<file path="src/rtl/cla_pkg.sv">
// -----------------------------------------------------------------------------
// cla_pkg
// Shared definitions for the CLA accumulator slice:
//   - state_t     : accumulator FSM states (IDLE, ACCUM, DONE)
//   - DEF_WIDTH   : default operand / accumulator width
//   - DEF_GROUP   : default carry-look-ahead group size
//   - DEF_CNT_W   : default frame-length / beat counter width
//   - width_ok()  : elaboration-time check that WIDTH is a multiple of GROUP
// -----------------------------------------------------------------------------
package cla_pkg;

    typedef enum logic [1:0] {
        IDLE  = 2'd0,
        ACCUM = 2'd1,
        DONE  = 2'd2
    } state_t;

    localparam int DEF_WIDTH = 16;
    localparam int DEF_GROUP = 4;
    localparam int DEF_CNT_W = 8;

    // The adder splits the word into equal groups, so a ragged last group is
    // not supported.
    function automatic bit width_ok(input int width, input int group);
        return (group > 0) && (width > 0) && ((width % group) == 0);
    endfunction

endpackage

</file>
<file path="src/rtl/cla_accumulator_cla.sv">
// -----------------------------------------------------------------------------
// Carry_Look_Ahead_Adder
// Purely combinational WIDTH-bit carry-look-ahead adder built from GROUP-bit
// blocks. Inside a block every carry is the expanded generate/propagate sum of
// products; between blocks the group generate/propagate pair forms the carry
// chain.
// Ports:
//   a    in  WIDTH    first operand
//   b    in  WIDTH    second operand
//   sum  out WIDTH+1  a + b; bit WIDTH is the carry-out
// -----------------------------------------------------------------------------
module Carry_Look_Ahead_Adder #(
    parameter int WIDTH = 16,
    parameter int GROUP = 4
) (
    input  logic [WIDTH-1:0] a,
    input  logic [WIDTH-1:0] b,
    output logic [WIDTH:0]   sum
);

    localparam int NGRP = WIDTH / GROUP;

    logic [WIDTH-1:0] g;
    logic [WIDTH-1:0] p;

    assign g = a & b;
    assign p = a ^ b;

    always_comb begin
        logic cg;   // carry into the current group
        logic c;    // carry into the current bit
        logic pr;   // running propagate product inside the group
        logic gg;   // group generate
        logic gp;   // group propagate
        // NOTE: every output and local gets a value before any branch or loop
        // reads it, so this block can never infer a latch.
        sum = '0;
        cg  = 1'b0;
        c   = 1'b0;
        pr  = 1'b1;
        gg  = 1'b0;
        gp  = 1'b1;
        for (int k = 0; k < NGRP; k++) begin
            gg = 1'b0;
            gp = 1'b1;
            for (int i = 0; i < GROUP; i++) begin
                // c_i = g[i-1] | p[i-1]g[i-2] | ... | p[i-1]..p[0]cg
                pr = 1'b1;
                c  = 1'b0;
                for (int j = i - 1; j >= 0; j--) begin
                    c  = c | (g[k*GROUP+j] & pr);
                    pr = pr & p[k*GROUP+j];
                end
                c = c | (cg & pr);
                sum[k*GROUP+i] = p[k*GROUP+i] ^ c;
                gg = g[k*GROUP+i] | (p[k*GROUP+i] & gg);
                gp = gp & p[k*GROUP+i];
            end
            cg = gg | (gp & cg);
        end
        sum[WIDTH] = cg;
    end

endmodule

</file>
<file path="src/rtl/cla_accumulator.sv">
// -----------------------------------------------------------------------------
// cla_accumulator
// Sums a frame of `len` operands, one per cycle, by feeding the running total
// back into a carry-look-ahead adder. The result and a sticky carry flag are
// offered on a valid/ready output.
//
// Optional feature (macro CLA_ACC_SAT_EN):
//   defined   - a carry-out saturates the total to all ones for the rest of
//               the frame; out_carry still reports the sticky carry.
//   undefined - modular wrap-around.
//
// Ports:
//   clk        in   1      rising-edge clock
//   rst        in   1      asynchronous active-high reset
//   start      in   1      frame request, sampled only in IDLE
//   len        in   CNT_W  operands in the frame, sampled with start
//   in_valid   in   1      operand valid
//   in_ready   out  1      operand accepted when in_valid && in_ready
//   in_data    in   WIDTH  operand
//   out_valid  out  1      result valid
//   out_ready  in   1      result consumed when out_valid && out_ready
//   out_sum    out  WIDTH  accumulated total
//   out_carry  out  1      sticky carry-out over the frame
//   out_count  out  CNT_W  beats accepted in the frame
//   busy       out  1      high in ACCUM or DONE
// -----------------------------------------------------------------------------
module cla_accumulator
    import cla_pkg::*;
#(
    parameter int WIDTH = DEF_WIDTH,
    parameter int GROUP = DEF_GROUP,
    parameter int CNT_W = DEF_CNT_W
) (
    input  logic             clk,
    input  logic             rst,
    input  logic             start,
    input  logic [CNT_W-1:0] len,
    input  logic             in_valid,
    output logic             in_ready,
    input  logic [WIDTH-1:0] in_data,
    output logic             out_valid,
    input  logic             out_ready,
    output logic [WIDTH-1:0] out_sum,
    output logic             out_carry,
    output logic [CNT_W-1:0] out_count,
    output logic             busy
);

    generate
        if (!width_ok(WIDTH, GROUP)) begin : g_bad_width
            $error("cla_accumulator: WIDTH must be a positive multiple of GROUP");
        end
    endgenerate

    state_t           state;
    state_t           state_next;
    logic [WIDTH-1:0] acc;
    logic             carry;
    logic [CNT_W-1:0] cnt;
    logic [CNT_W-1:0] len_q;
    logic [WIDTH:0]   sum_full;
    logic [WIDTH-1:0] acc_next;
    logic             in_fire;
    logic             last_beat;

    Carry_Look_Ahead_Adder #(
        .WIDTH (WIDTH),
        .GROUP (GROUP)
    ) u_adder (
        .a   (acc),
        .b   (in_data),
        .sum (sum_full)
    );

`ifdef CLA_ACC_SAT_EN
    // Once saturated the total is all ones, so any further non-zero operand
    // carries again and keeps it there; a zero operand leaves it unchanged.
    assign acc_next = sum_full[WIDTH] ? '1 : sum_full[WIDTH-1:0];
`else
    assign acc_next = sum_full[WIDTH-1:0];
`endif

    assign in_fire   = in_valid && in_ready;
    assign last_beat = (cnt == len_q - CNT_W'(1));

    // ---------------- state register ----------------
    // NOTE: sequential state uses non-blocking assignments so every register
    // samples the pre-edge values, independent of statement order.
    always_ff @(posedge clk or posedge rst) begin
        if (rst) state <= IDLE;
        else     state <= state_next;
    end

    // ---------------- next-state logic ----------------
    always_comb begin
        state_next = state;
        unique case (state)
            IDLE:    if (start) state_next = (len == '0) ? DONE : ACCUM;
            ACCUM:   if (in_fire && last_beat) state_next = DONE;
            DONE:    if (out_ready) state_next = IDLE;
            default: state_next = IDLE;
        endcase
    end

    // ---------------- output decode ----------------
    always_comb begin
        in_ready  = 1'b0;
        out_valid = 1'b0;
        busy      = 1'b0;
        unique case (state)
            ACCUM: begin
                in_ready = 1'b1;
                busy     = 1'b1;
            end
            DONE: begin
                out_valid = 1'b1;
                busy      = 1'b1;
            end
            default: ;
        endcase
    end

    // ---------------- datapath ----------------
    // NOTE: the datapath is a handful of flops, not a memory, so all of it is
    // cleared by the asynchronous reset to make the outputs read 0.
    always_ff @(posedge clk or posedge rst) begin
        if (rst) begin
            acc   <= '0;
            carry <= 1'b0;
            cnt   <= '0;
            len_q <= '0;
        end else begin
            unique case (state)
                IDLE: begin
                    if (start) begin
                        acc   <= '0;
                        carry <= 1'b0;
                        cnt   <= '0;
                        len_q <= len;
                    end
                end
                ACCUM: begin
                    if (in_fire) begin
                        acc   <= acc_next;
                        carry <= carry | sum_full[WIDTH];
                        cnt   <= cnt + CNT_W'(1);
                    end
                end
                default: ;
            endcase
        end
    end

    // Results stay visible after the frame until the next start clears them.
    assign out_sum   = acc;
    assign out_carry = carry;
    assign out_count = cnt;

endmodule

</file>
<file path="config.mk">
export PLATFORM = sky130hd
export DESIGN_NAME = cla_accumulator
export DESIGN_NICKNAME = d
export VERILOG_FILES = /design/src/rtl/cla_pkg.sv /design/src/rtl/cla_accumulator_cla.sv /design/src/rtl/cla_accumulator.sv
export SDC_FILE = /design/constraint.sdc
export NUM_CORES = 1
export LEC_CHECK = 0
export BUFFER_PORTS_ARGS = -buffer_cell sky130_fd_sc_hd__buf_2
export CORE_ASPECT_RATIO = 0.6
export CORE_MARGIN = 4
export CORE_UTILIZATION = 58
export DETAILED_ROUTE_END_ITERATION = 8
export GPL_TIMING_DRIVEN = 1
export PLACE_DENSITY = 0.91
export SETUP_SLACK_MARGIN = 0.15
export SYNTH_ARGS = -nofsm -noshare
export SYNTH_HDL_FRONTEND = slang
export SYNTH_SLANG_ARGS = --single-unit
</file>
<file path="constraint.sdc">
create_clock -name clk -period 7.15 [get_ports clk]
set_clock_uncertainty 0.15 [all_clocks]
set_input_delay 0.3575 -clock clk [delete_from_list [all_inputs] [get_ports clk]]
set_output_delay 0.3575 -clock clk [all_outputs]
set_load 0.02 [all_outputs]
</file>
# == Word-level counts from Yosys, hierarchy flattened ==
# Cells that the tools add are included.
# totals
regBits,35
input_bits,29
elab_cells,138
# classes
n_addsub,2
n_eq_ne,7
muxes,17
n_bitwise,98
reduce_logical,9
# op_table
cell,count
$and 1x1->1,48
$or 1x1->1,33
$mux 16,2
$pmux 16 s2,1
$and 16x16->16,1
$mux 8,2
$pmux 8 s2,1
$xor 16x16->16,1
$xor 1x1->1,15
$add 8x1->8 const B,1
$eq 8x8->1,1
$logic_not 8->1,1
$mux 2,4
$ne 2x2->1 const B,4
$sub 8x1->8 const B,1
$pmux 2 s3,1
$reduce_and 3->1,2
$mux 1,5
$eq 2x1->1 const B,1
$eq 2x2->1 const B,1
$logic_and 1x1->1,2
$logic_not 2->1,1
$pmux 1 s2,1
$reduce_and 2->1,1
other kinds (2),2

# == Depth between registers and ports, before layout ==
# logic_depth
word_depth,16
ltp_mapped,14
mapped_depth_nobuf,14

# == Modules after synthesis ==
# From an unflattened synthesis, not the netlist that was laid out.
# unflattened
cells_unflattened,269
area_unflattened_um2,2466.1
# by_module_without_submodules
mod,instances,cells_each,area_per_inst_um2,seq_area_each_um2
cla_accumulator,1,193,1819.2,875.8
Carry_Look_Ahead_Adder,1,76,646.9,0.0

# == Least setup slack after synthesis ==
# No wires, ideal clock.
# synth_timing
path_type,register -> register
start,register acc[0] (netlist: out_sum[0])
end,register acc[8] (netlist: out_sum[8])
setup_time_ns,0.132
arrival_time_ns,2.837
required_ns,6.868
slack_ns,4.030
path_stages_with_launch,13
n_path_buf,0
cell_sequence,dfrtp_1 -> ha_1 -> inv_1 -> fa_1 -> fa_1 -> nand2b_1 -> and2_1 -> o21ai_0 -> a21o_1 -> a21oi_1 -> fa_1 -> nand3b_1 -> o21ai_0
# synth_between
elab_chain_len,12
# synth_rtl
element,line_no,text
"start, declared",cla_accumulator.sv:57,logic [WIDTH-1:0] acc;
"start signal, assigned",cla_accumulator.sv:144,acc <= acc_next;
$and 16x16->16,cla_accumulator_cla.sv:26,assign g = a & b;
$and 1x1->1,cla_accumulator_cla.sv:56,gg = g[k*GROUP+i] | (p[k*GROUP+i] & gg);
$or 1x1->1,cla_accumulator_cla.sv:56,
$and 1x1->1,cla_accumulator_cla.sv:56,
$or 1x1->1,cla_accumulator_cla.sv:56,
$and 1x1->1,cla_accumulator_cla.sv:56,
$or 1x1->1,cla_accumulator_cla.sv:56,
$and 1x1->1,cla_accumulator_cla.sv:59,cg = gg | (gp & cg);
$or 1x1->1,cla_accumulator_cla.sv:59,
$xor 1x1->1,cla_accumulator_cla.sv:55,sum[k*GROUP+i] = p[k*GROUP+i] ^ c;
$mux 16,cla_accumulator.sv:143,if (in_fire) begin
$pmux 16 s2,cla_accumulator.sv:133,unique case (state)
# No other way between the ends. The select of a mux whose other input is x is not followed.
# A chain may end at the register's enable or synchronous reset.

# == Worst setup path after layout ==
# Same ends and word-level chain as after synthesis.

==> run_results.csv <==
group,metric,value,unit
synth,synth_cell_type_count,46,
global_routing,grt_overflow,0,
floorplan,start_util,62.4,%
place,gp_congestion,0.850,
synth,synthTopCellsByCount,"dfrtp_1, nand2_1, inv_1",
route,routedWlPerCell,15.7,µm
floorplan,rows,17,
min_path,hp-class,"in -> async",
critical_path,cpMostUsedCell,"fa_1",
synth,synth_edf_count,0,
clock_network,cts.sinks,35,
synth,yosysMostFrequentCell,"dfrtp_1",
power_and_ir_drop,pwr_density_cell,370,mW/mm²
sta,worst_slew_pin_slew,1170,ps
synth,postSynthAreaPerCell,9.49,µm²
floorplan,die_h,57.4,µm
sta,maxSlewViolCount,0,
floorplan,coreArea,0.00379,mm²
critical_path,cp_slowest_cell,"fa_1",
floorplan,die_area,0.00519,mm²
synth,seq_area_frac_synth,37.1,%
critical_path,cpPeakStageDelay,470,ps
global_routing,grt_antenna_before_repair,0,
route,vias,2070,
finish,final_cell_area,0.00279,mm²
sta,holdWs,-7.70,ps
finish,final_layout_size_suffix_gt1_share,25.5,%
clock_network,clk_pin_slew,70,ps
synth,ys_seq_elements,35,
finish,diodes,0,
synth,synth_nets,304,
synth,synthArstFlopShare,100,%
clock_network,cts_tree,"yes",
clock_network,cts_inserted_buffers,5,
synth,synthCells,249,
route,wl,5.60,mm
clock_network,post_cts_resized,0,
sta,max_freq,308,MHz
route,dr.first_iter.drc_count,140,
sta,grt_setup_unrepaired,"no",
critical_path,crit_path_max_fanout,3,
sta,period_needed,3240,ps
clock_network,htree_levels,2,
global_routing,grt_use_total,22.9,%
route,via_per_inst,5.80,
sta,max-slew-margin-rel,21.8,%
critical_path,critical_path_class,"reg -> reg",
critical_path,setup.worst_path.end_class,"flip-flop",
flow_run,maxCapViolations,0,
global_routing,grt_first_pass_wirelength,9.45,mm
route,drc_errors,0,
clock_network,cts.hold.buffers_added,0,
sta,final.period_utilization,45.4,%
synth,syn_area,0.00236,mm²
route,drt_pre_antenna_iters,4,
finish,n_fill_cell,276,
global_routing,grt_max_degree,36,
critical_path,path_cells,"ha_1, inv_1, fa_1, fa_1, nand2b_1, and2_1, o21ai_0, a21o_1, a21oi_1, fa_1, nand3b_1, o21ai_0",
clock_network,clockBufferDepth,2,
floorplan,io-pin-count,57,
synth,yosysTopAreaCell,"dfrtp_1",
place,io_buffers,56,
route,drtAntennaViolNets,0,
critical_path,start_kind,"flip-flop",
global_routing,grt_pass1_vias,1996,
sta,finalHoldViolations,6,
clock_network,cts_root_buf,"clkbuf_8",
run_status,status,"complete, but fails checks",
run_status,failed_checks,"hold timing",
finish,area_growth,18.0,%
sta,setup_viol,0,
place,pre_cts_ws,3870,ps
synth,synthTopCellsByArea,"dfrtp_1, ha_1, nand2_1",
synth,synth_top_area_share,37.1,%
floorplan,fp.dieW,90.4,µm
place,post_dp_cell_area,0.00269,mm²
place,place_hpwl,4.25,mm
synth,yosysWarnings,0,
synth,synth_ff_type,"dfrtp_1",
critical_path,critical_path_arrival,3240,ps
finish,fin_nets,364,
clock_network,insertion_delay,290,ps
sta,fin_ws,3910,ps
critical_path,critPathRequiredTime,7150,ps
power_and_ir_drop,power.leakage,1.42,nW
clock_network,postCtsSetupRepairBufs,0,
sta,setup_tns,0,ps
power_and_ir_drop,vdd_drop_max,184,µV
-- power breakdown --
group	switching [mW]	leakage (nW)	total, mW	internal, mW
logic	0.325	0.908	0.543	0.218
clock network	0.0738	0.0515	0.162	0.0880
registers	0.0643	0.457	0.325	0.260
-- per-stage QoR --
step,instances,utilization [%],total power [mW]
2_1_floorplan,249,-,0.732
3_3_place_gp,349,71.0,0.840
3_5_place_dp,349,71.0,0.867
4_1_cts,357,73.6,1.03
5_1_grt,357,73.6,1.11
6_report,357,73.6,1.03
-- worst max-delay path, delay by kind of cell (launching register included) --
family,cells,cell delay (ps)
and+or+nand+nor,3,430
AOI/OAI and AO/OA,4,710
adders and majority gates,4,1380
buffers and inverters,1,50
DFF,1,390
-- logic make-up (layout without fill, tap and decap cells) --
logic type                 Yosys count  after routing  synth area share [%]
DFF                                 35             35                  37.1
adders and majority gates           26             26                  15.4
buffers and inverters               27             88                  4.77
muxes                               10             10                  4.66
and+or+nand+nor                     79             79                  17.1
AOI/OAI and AO/OA                   53             53                  14.0
xor gates and xnor gates            19             19                  7.04
-- final timing paths --
path | slack (ps) | cells past startpoint | end | start
worst max-delay path | 3910 | 12 | out_sum[8]$_DFFE_PP0P_ | out_sum[0]$_DFFE_PP0P_
worst min-delay path | -8 | 3 | len_q[4]$_DFFE_PP0P_ | rst
worst max register to register | 3910 | 12 | out_sum[8]$_DFFE_PP0P_ | out_sum[0]$_DFFE_PP0P_
worst min register to register | 360 | 2 | out_sum[11]$_DFFE_PP0P_ | out_sum[11]$_DFFE_PP0P_
max in group asynchronous | 6530 | 3 | out_carry$_DFFE_PP0P_ | rst
min in group clk | 160 | 2 | len_q[1]$_DFFE_PP0P_ | len[1]
-- flip-flops by register name (all words and copies together) (netlist names) --
signal     cells
state          2
out_count      8
out_sum       16
len_q          8
out_carry      1
-- per-layer routing --
layer | routed length, µm | vias up | track usage, %
li1 | - | 997 | -
met1 | 2630 | 978 | 32.8
met2 | 2430 | 88 | 35.2
met3 | 487 | 7 | 6.06
met4 | 51 | 0 | 4.79
met5 | 0 | - | 0
-- placed cells by master, fill, tap and decap left out, types with 3 or more instances in the layout --
cell and instances:
o21ai_0 19, nand4_1 3, mux2_2 8, nand2b_1 3, and3_1 4, o211ai_1 3, nor3_1 3, nand2_1 31
xor2_1 7, dfrtp_1 35, nor2_1 13, fa_1 5, inv_1 22, nand3b_1 5, nand3_1 6, buf_2 56
xnor2_1 12, a21o_1 3, nor4_1 3, clkbuf_8 7, ha_1 21, a21oi_1 14
-- cell type report --
type | count | area, µm² | share of cell area [%]
Multi-Input combinational cell | 187 | 1370 | 49.3
Inverter | 22 | 82.6 | 2.96
Timing Repair Buffer | 58 | 295 | 10.6
Sequential cell | 35 | 876 | 31.4
Clock buffer | 8 | 100 | 3.59
Tap cell | 47 | 58.8 | 2.11
Note: power is estimated with default switching activity, not from simulation.
